**src/rtl/crp16_mem_arbiter_pkg.sv**
```systemverilog
// crp16_mem_arbiter_pkg: shared constants and helpers for the crp16 memory arbiter.
//   Port indices (F/D/G), lock state encoding, default aging limit,
//   counter width and the fixed D > F > G priority picker.
package crp16_mem_arbiter_pkg;

  localparam int unsigned PORT_F            = 0;
  localparam int unsigned PORT_D            = 1;
  localparam int unsigned PORT_G            = 2;
  localparam int unsigned N_PORTS           = 3;
  localparam int unsigned AGE_LIMIT_DEFAULT = 4;
  // Wide enough for the full 1..15 AGE_LIMIT range.
  localparam int unsigned AGE_W             = 4;

  typedef enum logic {
    UNLOCKED = 1'b0,
    LOCKED   = 1'b1
  } lock_state_e;

  // One-hot pick of the highest-priority set bit, order D > F > G.
  function automatic logic [N_PORTS-1:0] pick_prio(input logic [N_PORTS-1:0] elig);
    logic [N_PORTS-1:0] sel;
    sel = '0;
    if (elig[PORT_D])      sel[PORT_D] = 1'b1;
    else if (elig[PORT_F]) sel[PORT_F] = 1'b1;
    else if (elig[PORT_G]) sel[PORT_G] = 1'b1;
    return sel;
  endfunction

endpackage

```
**src/rtl/crp16_age_counter.sv**
```systemverilog
// crp16_age_counter: per-requester wait counter for starvation protection.
//   clock, resetn : clock and asynchronous active-low reset
//   req, gnt      : requester's request and this cycle's grant
//   starved       : age has reached AGE_LIMIT
module crp16_age_counter
  import crp16_mem_arbiter_pkg::*;
#(
  parameter int unsigned AGE_LIMIT = AGE_LIMIT_DEFAULT
) (
  input  logic clock,
  input  logic resetn,
  input  logic req,
  input  logic gnt,
  output logic starved
);

  logic [AGE_W-1:0] age_q;
  logic [AGE_W-1:0] age_d;

  // Count denied cycles, saturating at the limit; any grant or idle cycle clears.
  always_comb begin
    age_d = age_q;
    if (!req || gnt) begin
      age_d = '0;
    end else if (age_q != AGE_W'(AGE_LIMIT)) begin
      age_d = age_q + AGE_W'(1);
    end
  end

  always_ff @(posedge clock or negedge resetn) begin
    if (!resetn) age_q <= '0;
    else         age_q <= age_d;
  end

  assign starved = (age_q == AGE_W'(AGE_LIMIT));

endmodule

```
**src/rtl/crp16_mem_arbiter.sv**
```systemverilog
// crp16_mem_arbiter: shares one single-port synchronous memory between
// instruction fetch (F), load/store (D) and debug/loader (G).
//   clock, resetn           : clock and asynchronous active-low reset
//   x_req/x_we/x_addr/x_wdata : per-port request and attributes (x = f, d, g)
//   g_lock                  : debug exclusive-access request
//   x_gnt                   : combinational grant, access issued this cycle
//   x_rvalid, rdata         : registered read-valid, read data straight from mem_q
//   locked                  : registered lock state
//   mem_*                   : memory macro interface
module crp16_mem_arbiter
  import crp16_mem_arbiter_pkg::*;
#(
  parameter int unsigned ADDR_W    = 16,
  parameter int unsigned DATA_W    = 16,
  parameter int unsigned AGE_LIMIT = AGE_LIMIT_DEFAULT
) (
  input  logic              clock,
  input  logic              resetn,
  input  logic              f_req,
  input  logic              d_req,
  input  logic              g_req,
  input  logic              f_we,
  input  logic              d_we,
  input  logic              g_we,
  input  logic [ADDR_W-1:0] f_addr,
  input  logic [ADDR_W-1:0] d_addr,
  input  logic [ADDR_W-1:0] g_addr,
  input  logic [DATA_W-1:0] f_wdata,
  input  logic [DATA_W-1:0] d_wdata,
  input  logic [DATA_W-1:0] g_wdata,
  input  logic              g_lock,
  output logic              f_gnt,
  output logic              d_gnt,
  output logic              g_gnt,
  output logic              f_rvalid,
  output logic              d_rvalid,
  output logic              g_rvalid,
  output logic [DATA_W-1:0] rdata,
  output logic              locked,
  output logic [ADDR_W-1:0] mem_addr,
  output logic [DATA_W-1:0] mem_wdata,
  output logic              mem_wren,
  output logic              mem_rden,
  input  logic [DATA_W-1:0] mem_q
);

  logic [N_PORTS-1:0] req;
  logic [N_PORTS-1:0] we;
  logic [N_PORTS-1:0] starved;
  logic [N_PORTS-1:0] elig;
  logic [N_PORTS-1:0] gnt;
  logic [ADDR_W-1:0]  addr  [N_PORTS];
  logic [DATA_W-1:0]  wdata [N_PORTS];

  lock_state_e        lock_q, lock_d;
  logic [N_PORTS-1:0] rvalid_q, rvalid_d;

  assign req = {g_req, d_req, f_req};
  assign we  = {g_we,  d_we,  f_we};

  assign addr[PORT_F]  = f_addr;
  assign addr[PORT_D]  = d_addr;
  assign addr[PORT_G]  = g_addr;
  assign wdata[PORT_F] = f_wdata;
  assign wdata[PORT_D] = d_wdata;
  assign wdata[PORT_G] = g_wdata;

  // Grant: starved eligible ports first, D > F > G inside each class.
  always_comb begin
    elig = req;
    if (lock_q == LOCKED) begin
      elig[PORT_F] = 1'b0;
      elig[PORT_D] = 1'b0;
    end
    if ((elig & starved) != '0) gnt = pick_prio(elig & starved);
    else                        gnt = pick_prio(elig);
    // Reset is asynchronous, so no access may leak out while it is held.
    if (!resetn) gnt = '0;
  end

  assign f_gnt = gnt[PORT_F];
  assign d_gnt = gnt[PORT_D];
  assign g_gnt = gnt[PORT_G];

  // Memory drive from the granted port; all zero when idle.
  always_comb begin
    mem_addr  = '0;
    mem_wdata = '0;
    mem_wren  = 1'b0;
    mem_rden  = 1'b0;
    for (int p = 0; p < int'(N_PORTS); p++) begin
      if (gnt[p]) begin
        mem_addr  = addr[p];
        mem_wdata = wdata[p];
        mem_wren  = we[p];
        mem_rden  = ~we[p];
      end
    end
  end

  // Lock next state; the release cycle itself still runs under lock rules.
  always_comb begin
    lock_d = lock_q;
    case (lock_q)
      UNLOCKED: if (gnt[PORT_G] && g_lock) lock_d = LOCKED;
      LOCKED:   if (!g_lock)               lock_d = UNLOCKED;
      default:  lock_d = UNLOCKED;
    endcase
  end

  // Read data returns one cycle after a read grant.
  always_comb begin
    rvalid_d = gnt & ~we;
  end

  always_ff @(posedge clock or negedge resetn) begin
    if (!resetn) begin
      lock_q   <= UNLOCKED;
      rvalid_q <= '0;
    end else begin
      lock_q   <= lock_d;
      rvalid_q <= rvalid_d;
    end
  end

  assign f_rvalid = rvalid_q[PORT_F];
  assign d_rvalid = rvalid_q[PORT_D];
  assign g_rvalid = rvalid_q[PORT_G];
  assign locked   = (lock_q == LOCKED);
  assign rdata    = mem_q;

  crp16_age_counter #(.AGE_LIMIT(AGE_LIMIT)) u_age_f (
    .clock   (clock),
    .resetn  (resetn),
    .req     (f_req),
    .gnt     (gnt[PORT_F]),
    .starved (starved[PORT_F])
  );

  crp16_age_counter #(.AGE_LIMIT(AGE_LIMIT)) u_age_d (
    .clock   (clock),
    .resetn  (resetn),
    .req     (d_req),
    .gnt     (gnt[PORT_D]),
    .starved (starved[PORT_D])
  );

  crp16_age_counter #(.AGE_LIMIT(AGE_LIMIT)) u_age_g (
    .clock   (clock),
    .resetn  (resetn),
    .req     (g_req),
    .gnt     (gnt[PORT_G]),
    .starved (starved[PORT_G])
  );

endmodule

```
**config.mk**
```make
export PLATFORM = sky130hd
export DESIGN_NAME = crp16_mem_arbiter
export DESIGN_NICKNAME = d
export VERILOG_FILES = /design/src/rtl/crp16_mem_arbiter_pkg.sv /design/src/rtl/crp16_age_counter.sv /design/src/rtl/crp16_mem_arbiter.sv
export SDC_FILE = /design/constraint.sdc
export NUM_CORES = 1
export LEC_CHECK = 0
export ABC_AREA = 1
export CORE_ASPECT_RATIO = 0.75
export CORE_MARGIN = 2
export CORE_UTILIZATION = 35
export CTS_BUF_LIST = sky130_fd_sc_hd__clkbuf_2 sky130_fd_sc_hd__clkbuf_4 sky130_fd_sc_hd__clkbuf_8
export CTS_CLUSTER_SIZE = 10
export DETAILED_ROUTE_END_ITERATION = 8
export GPL_ROUTABILITY_DRIVEN = 0
export PLACE_DENSITY = 0.87
export REMOVE_ABC_BUFFERS = 1
export SYNTH_ARGS = -nofsm -noshare
export SYNTH_HDL_FRONTEND = slang
export SYNTH_SLANG_ARGS = --single-unit
```
**constraint.sdc**
```tcl
create_clock -name clock -period 4.6 [get_ports clock]
set_input_delay 1.38 -clock clock [delete_from_list [all_inputs] [get_ports clock]]
set_output_delay 1.38 -clock clock [all_outputs]
set_load 0.1 [all_outputs]
```
# Word-level counts from Yosys, hierarchy flattened

Cells that the tools add are included.

Input port bits: 121
Bits in registers: 16
Word-level logic and storage cells: 68

Multiplexer cells: 36
Equality and inequality tests: 6
Add/sub/neg operators: 3
Reductions and logical operators: 11
Bitwise logic cells: 7

Operators by type and width:

| operator                                                         | number |
|---|---|
| 16-bit 2-to-1 mux                                                | 6 |
| 4-bit 2-to-1 mux                                                 | 6 |
| 1-bit 2-to-1 mux                                                 | 20 |
| 4-bit by 1-bit adder with 4-bit output (second input constant)   | 3 |
| 4-bit by 3-bit == test with 1-bit output (second input constant) | 3 |
| 4-bit by 3-bit != test with 1-bit output (second input constant) | 3 |
| 3-bit bitwise AND                                                | 2 |
| 3-bit 2-to-1 mux                                                 | 2 |
| 2-bit nonzero test                                               | 3 |
| 1-bit inverter                                                   | 4 |
| 1-bit zero test                                                  | 3 |
| 1-bit logical OR                                                 | 3 |
| 3-bit inverter                                                   | 1 |
| 3-bit nonzero test                                               | 1 |
| 2-bit 2-to-1 mux                                                 | 1 |
| 1-bit case mux with 2 select lines                               | 1 |
| 1-bit logical AND                                                | 1 |

# Depth between registers and ports, before layout

Depth after elaboration: 10
Mapped depth: 10

# Hierarchy

A second synthesis with hierarchy kept.

Cell total of the unflattened synthesis: 302
Area, all modules: 1995.7 µm²

Modules (own cells, without submodules):

| module            | area each (µm²) | cells an instance | sequential area each (µm²) | times used |
|---|---|---|---|---|
| crp16_mem_arbiter | 1244.9          | 209               | 100.1                      | 1 |
| crp16_age_counter | 250.2           | 31                | 100.1                      | 3 |

# Least setup slack after synthesis

OpenSTA, ideal clock, no wires.

Path type: input -> output
Start: in d_req
End: out mem_addr[0]
Path buffers: 1
Data arrival time: 2861 ps
Setup slack: 359 ps
Required time: 3220 ps
Stages on the path: 8
Cells stage by stage: nand2_2 > inv_2 > nand2_2 > nand2_4 > nor2_8 > buf_6 > nand3_1 > nand3_1

Cells in the longest elaborated chain, start to end: 8
Elaborated cells between the ends (all ways): 14

Ends and longest elaborated chain:

| what                                                          | line                                                 | source |
|---|---|---|
| start: declaration                                            | crp16_mem_arbiter.sv:20                              | `input logic d_req,` |
| 2-bit 2-to-1 mux (*)                                          | crp16_mem_arbiter.sv:71                              | `if (lock_q == LOCKED) begin` |
| 3-bit bitwise AND                                             | crp16_mem_arbiter.sv:75                              | `if ((elig & starved) != '0) gnt = pick_prio(elig & starved);` |
| 3-bit nonzero test / 1-bit 2-to-1 mux (equally long branches) | crp16_mem_arbiter.sv:75, crp16_mem_arbiter_pkg.sv:23 |  |
| 3-bit 2-to-1 mux (*)                                          | crp16_mem_arbiter.sv:75                              |  |
| 3-bit 2-to-1 mux (*)                                          | crp16_mem_arbiter.sv:78                              | `if (!resetn) gnt = '0;` |
| 16-bit 2-to-1 mux (2 in series)                               | crp16_mem_arbiter.sv:92                              | `if (gnt[p]) begin` |
| 16-bit 2-to-1 mux (*)                                         | crp16_mem_arbiter.sv:92                              |  |
| end: declaration                                              | crp16_mem_arbiter.sv:40                              | `output logic [ADDR_W-1:0] mem_addr,` |

Mark *: on every way between the ends. The rest lies on a longest branch, timed or not.

# Final worst setup path

Start: in f_req
End: out mem_wdata[9]

Cells in the longest elaborated chain, start to end: 9
Elaborated cells between the ends (all ways): 16

Ends and longest elaborated chain:

| what                            | line                        | source |
|---|---|---|
| start: declaration              | crp16_mem_arbiter.sv:19     | `input logic f_req,` |
| 2-bit 2-to-1 mux (*)            | crp16_mem_arbiter.sv:71     |  |
| 3-bit bitwise AND               | crp16_mem_arbiter.sv:75     |  |
| 1-bit 2-to-1 mux                | crp16_mem_arbiter_pkg.sv:24 | `else if (elig[PORT_F]) sel[PORT_F] = 1'b1;` |
| 1-bit 2-to-1 mux                | crp16_mem_arbiter_pkg.sv:23 | `if (elig[PORT_D]) sel[PORT_D] = 1'b1;` |
| 3-bit 2-to-1 mux (*)            | crp16_mem_arbiter.sv:75     |  |
| 3-bit 2-to-1 mux (*)            | crp16_mem_arbiter.sv:78     |  |
| 16-bit 2-to-1 mux (2 in series) | crp16_mem_arbiter.sv:92     |  |
| 16-bit 2-to-1 mux (*)           | crp16_mem_arbiter.sv:92     |  |
| end: declaration                | crp16_mem_arbiter.sv:41     | `output logic [DATA_W-1:0] mem_wdata,` |

Marks and branches as above.

==> results.yml <==
flow_run:
  max_cap_viol_count: 0
sta:
  hold_ws_ps: 583
  setup_viol: 0
  period_share: 0.992
  hold_violations: 0
  relSlewSlack: 0.351
  worst_pin_slew_ps: 970
  fmax_mhz: 219
  rsz0062_at_grt: "false"
  finalClockSkew_ps: 4.99
  fin_crit_ps: 4570
  slew_viol_final: 0
worst_setup_path:
  worstPathCellList: "clkdlybuf4s50_1 -> nand2_2 -> nor2_8 -> nor2_4 -> nor2_4 -> nand3_1 -> nand3_1 -> buf_12"
  critPathCaptureType: "primary output"
  required_ps: 3220
  worstPathArrival_ps: 3190
  startpoint_type: "input port"
  crit_path_max_fanout: 17
  crit_slowest_cell: "clkdlybuf4s50_1"
  max_stage_delay_ps: 530
  path_class: "in2out"
clocking:
  clk_path_buf_depth: 2
  post-cts-setup-buffers: 0
  htreeDepth: 1
  clk_latency_ps: 250
  path_clk_slew_ps: 60
  cts_buffers: 3
  clock-root-buffer: "clkbuf_8"
  cts_sinks: 16
  cts_tree: "yes"
finish:
  drive_gt1_frac: 0.176
  area_delta_synth_final_pct: 95.9
  fin_util: 0.715
  antennaDiodeCount: 0
  final_area_um2: 3850
  fill_cells: 438
  finalNetCount: 544
global_route:
  grt_pass1_vias: 2475
  grt_first_pass_wirelength_mm: 11.7
  antenna_found_initial: 0
  grt_start_max_net_pins: 36
  gr-total-overflow: 0
  track_usage: 0.234
hold_path:
  hold_path_class: "reg2reg"
route:
  num_vias: 2628
  routedWlPerCell_um: 16.6
  final_antenna_net_count: 0
  drtIter0Drc: 145
  viasPerCell: 5.36
  dr.pass1.iters: 5
  drc: 0
  drt-total-wl_mm: 8.13
synthesis:
  synthTopCellsByCount: "nand3_1 (141), inv_1 (26), buf_4 (19)"
  syn-instance-count: 289
  synth_edf_count: 0
  ys_seq_area_frac: 0.204
  synth.largest_area_cell: "nand3_1"
  synth_area_per_cell_um2: 6.80
  synthFlopType: "dfrtp_1"
  synth.top_cell.area_share: 0.359
  yosys_warnings: 0
  yosysMostFrequentCell: "nand3_1"
  yosys-top-cells-area: "nand3_1 (36%), dfrtp_1 (20%), buf_4 (7.3%)"
  synth_cell_type_count: 27
  synthesis.area_um2: 1960
  ys_ff_latch: 16
  async_reset_ff_frac: 1.00
place:
  place_hpwl_mm: 6.44
  dpl-instance-area_um2: 3780
  portBuffers: 145
floorplanning:
  top_level_ports: 178
  core_um2: 5380
  dieWidth_um: 90.5
  start_util: 0.365
  die_area_um2: 6230
  dieHeight_um: 68.9
  row_count: 23
power_and_ir_drop:
  leakage_nw: 1.71
  powerDensity_nw_per_um2: 380
  fin_total_pwr_mw: 1.46
  ir_worst_vdd_v: 0.000214
run_status:
  status: "completed"
report_power, final:
group | total (mW) | leakage (nW) | switching [mW] | internal, mW
clock | 0.105 | 0.0216 | 0.0467 | 0.0580
combinational | 1.17 | 1.48 | 0.747 | 0.425
sequential | 0.187 | 0.216 | 0.0247 | 0.163
sequential cells by signal (all words and copies together), names as in the netlist:
name / cells
u_age_f.age_q: 4
locked: 1
u_age_d.age_q: 4
u_age_g.age_q: 4
rvalid_q: 3
worst max-delay path: cells and delay by family:
kind / cells / cell delay (ps)
AND/OR/NAND/NOR: 6 / 1070
buffers and inverters: 2 / 720
routing by layer:
metal,vias up,GRT usage,share of wire
met4,0,0.0788,0.025
met1,1231,0.266,0.36
met2,143,0.423,0.52
li1,1234,-,-
met5,-,0,0
met3,20,0.0815,0.090
cell type report:
type | instances | area, um2 | share of cell area
Clock buffer | 3 | 41.3 | 0.0107
Timing Repair Buffer | 156 | 1950 | 0.508
Sequential cell | 16 | 400 | 0.104
Multi-Input combinational cell | 212 | 1250 | 0.326
Tap cell | 75 | 93.8 | 0.0244
Inverter | 28 | 105 | 0.0273
final timing paths:
check	start	end	slack [ps]	cells past startpoint
max	f_req	mem_wdata[9]	30	8
min	u_age_g.age_q[3]	u_age_g.age_q[3]	580	2
max reg2reg	u_age_f.age_q[0]	u_age_f.age_q[0]	2640	9
min reg2reg	u_age_g.age_q[3]	u_age_g.age_q[3]	580	2
max in group asynchronous	resetn	u_age_g.age_q[3]	2830	2
min in group asynchronous	resetn	rvalid_q[2]	1600	2
per-stage QoR:
step | TNS (ps) | cells | worst slack [ps]
2_1_floorplan | -7550 | 255 | -278
3_3_place_gp | 0 | 486 | 34.6
3_5_place_dp | 0 | 486 | 15.4
4_1_cts | 0 | 489 | 6.66
5_1_grt | 0 | 490 | 2.02
6_report | 0 | 490 | 34.7
layout by cell type (no fill, tap or decap), types with 2 or more instances in the layout:
| master | instances |
|---|---|
| nand2_2 | 5 |
| nand4_4 | 2 |
| o21ai_0 | 3 |
| inv_2 | 2 |
| nor2_1 | 16 |
| clkbuf_8 | 3 |
| nand2_1 | 13 |
| inv_1 | 26 |
| a21oi_1 | 3 |
| buf_12 | 41 |
| ha_1 | 6 |
| nor2_2 | 2 |
| nand3_1 | 141 |
| xor2_1 | 6 |
| nor2_8 | 3 |
| buf_4 | 7 |
| nor2_4 | 3 |
| dfrtp_1 | 16 |
| clkdlybuf4s50_1 | 108 |
repair_timing:
item                       CTS  global route
setup endpoints to repair    0            33
hold buffers                 0             0
gates resized for setup      0             2
cell families after synthesis:
family,Yosys count,synth area share
AOI/OAI and AO/OA,8,0.0229
xor gates and xnor gates,6,0.0268
adders and majority gates,6,0.0382
buffers and inverters,62,0.172
DFF,16,0.204
and+or+nand+nor,191,0.536
Note: power is estimated with default switching activity, not from simulation.
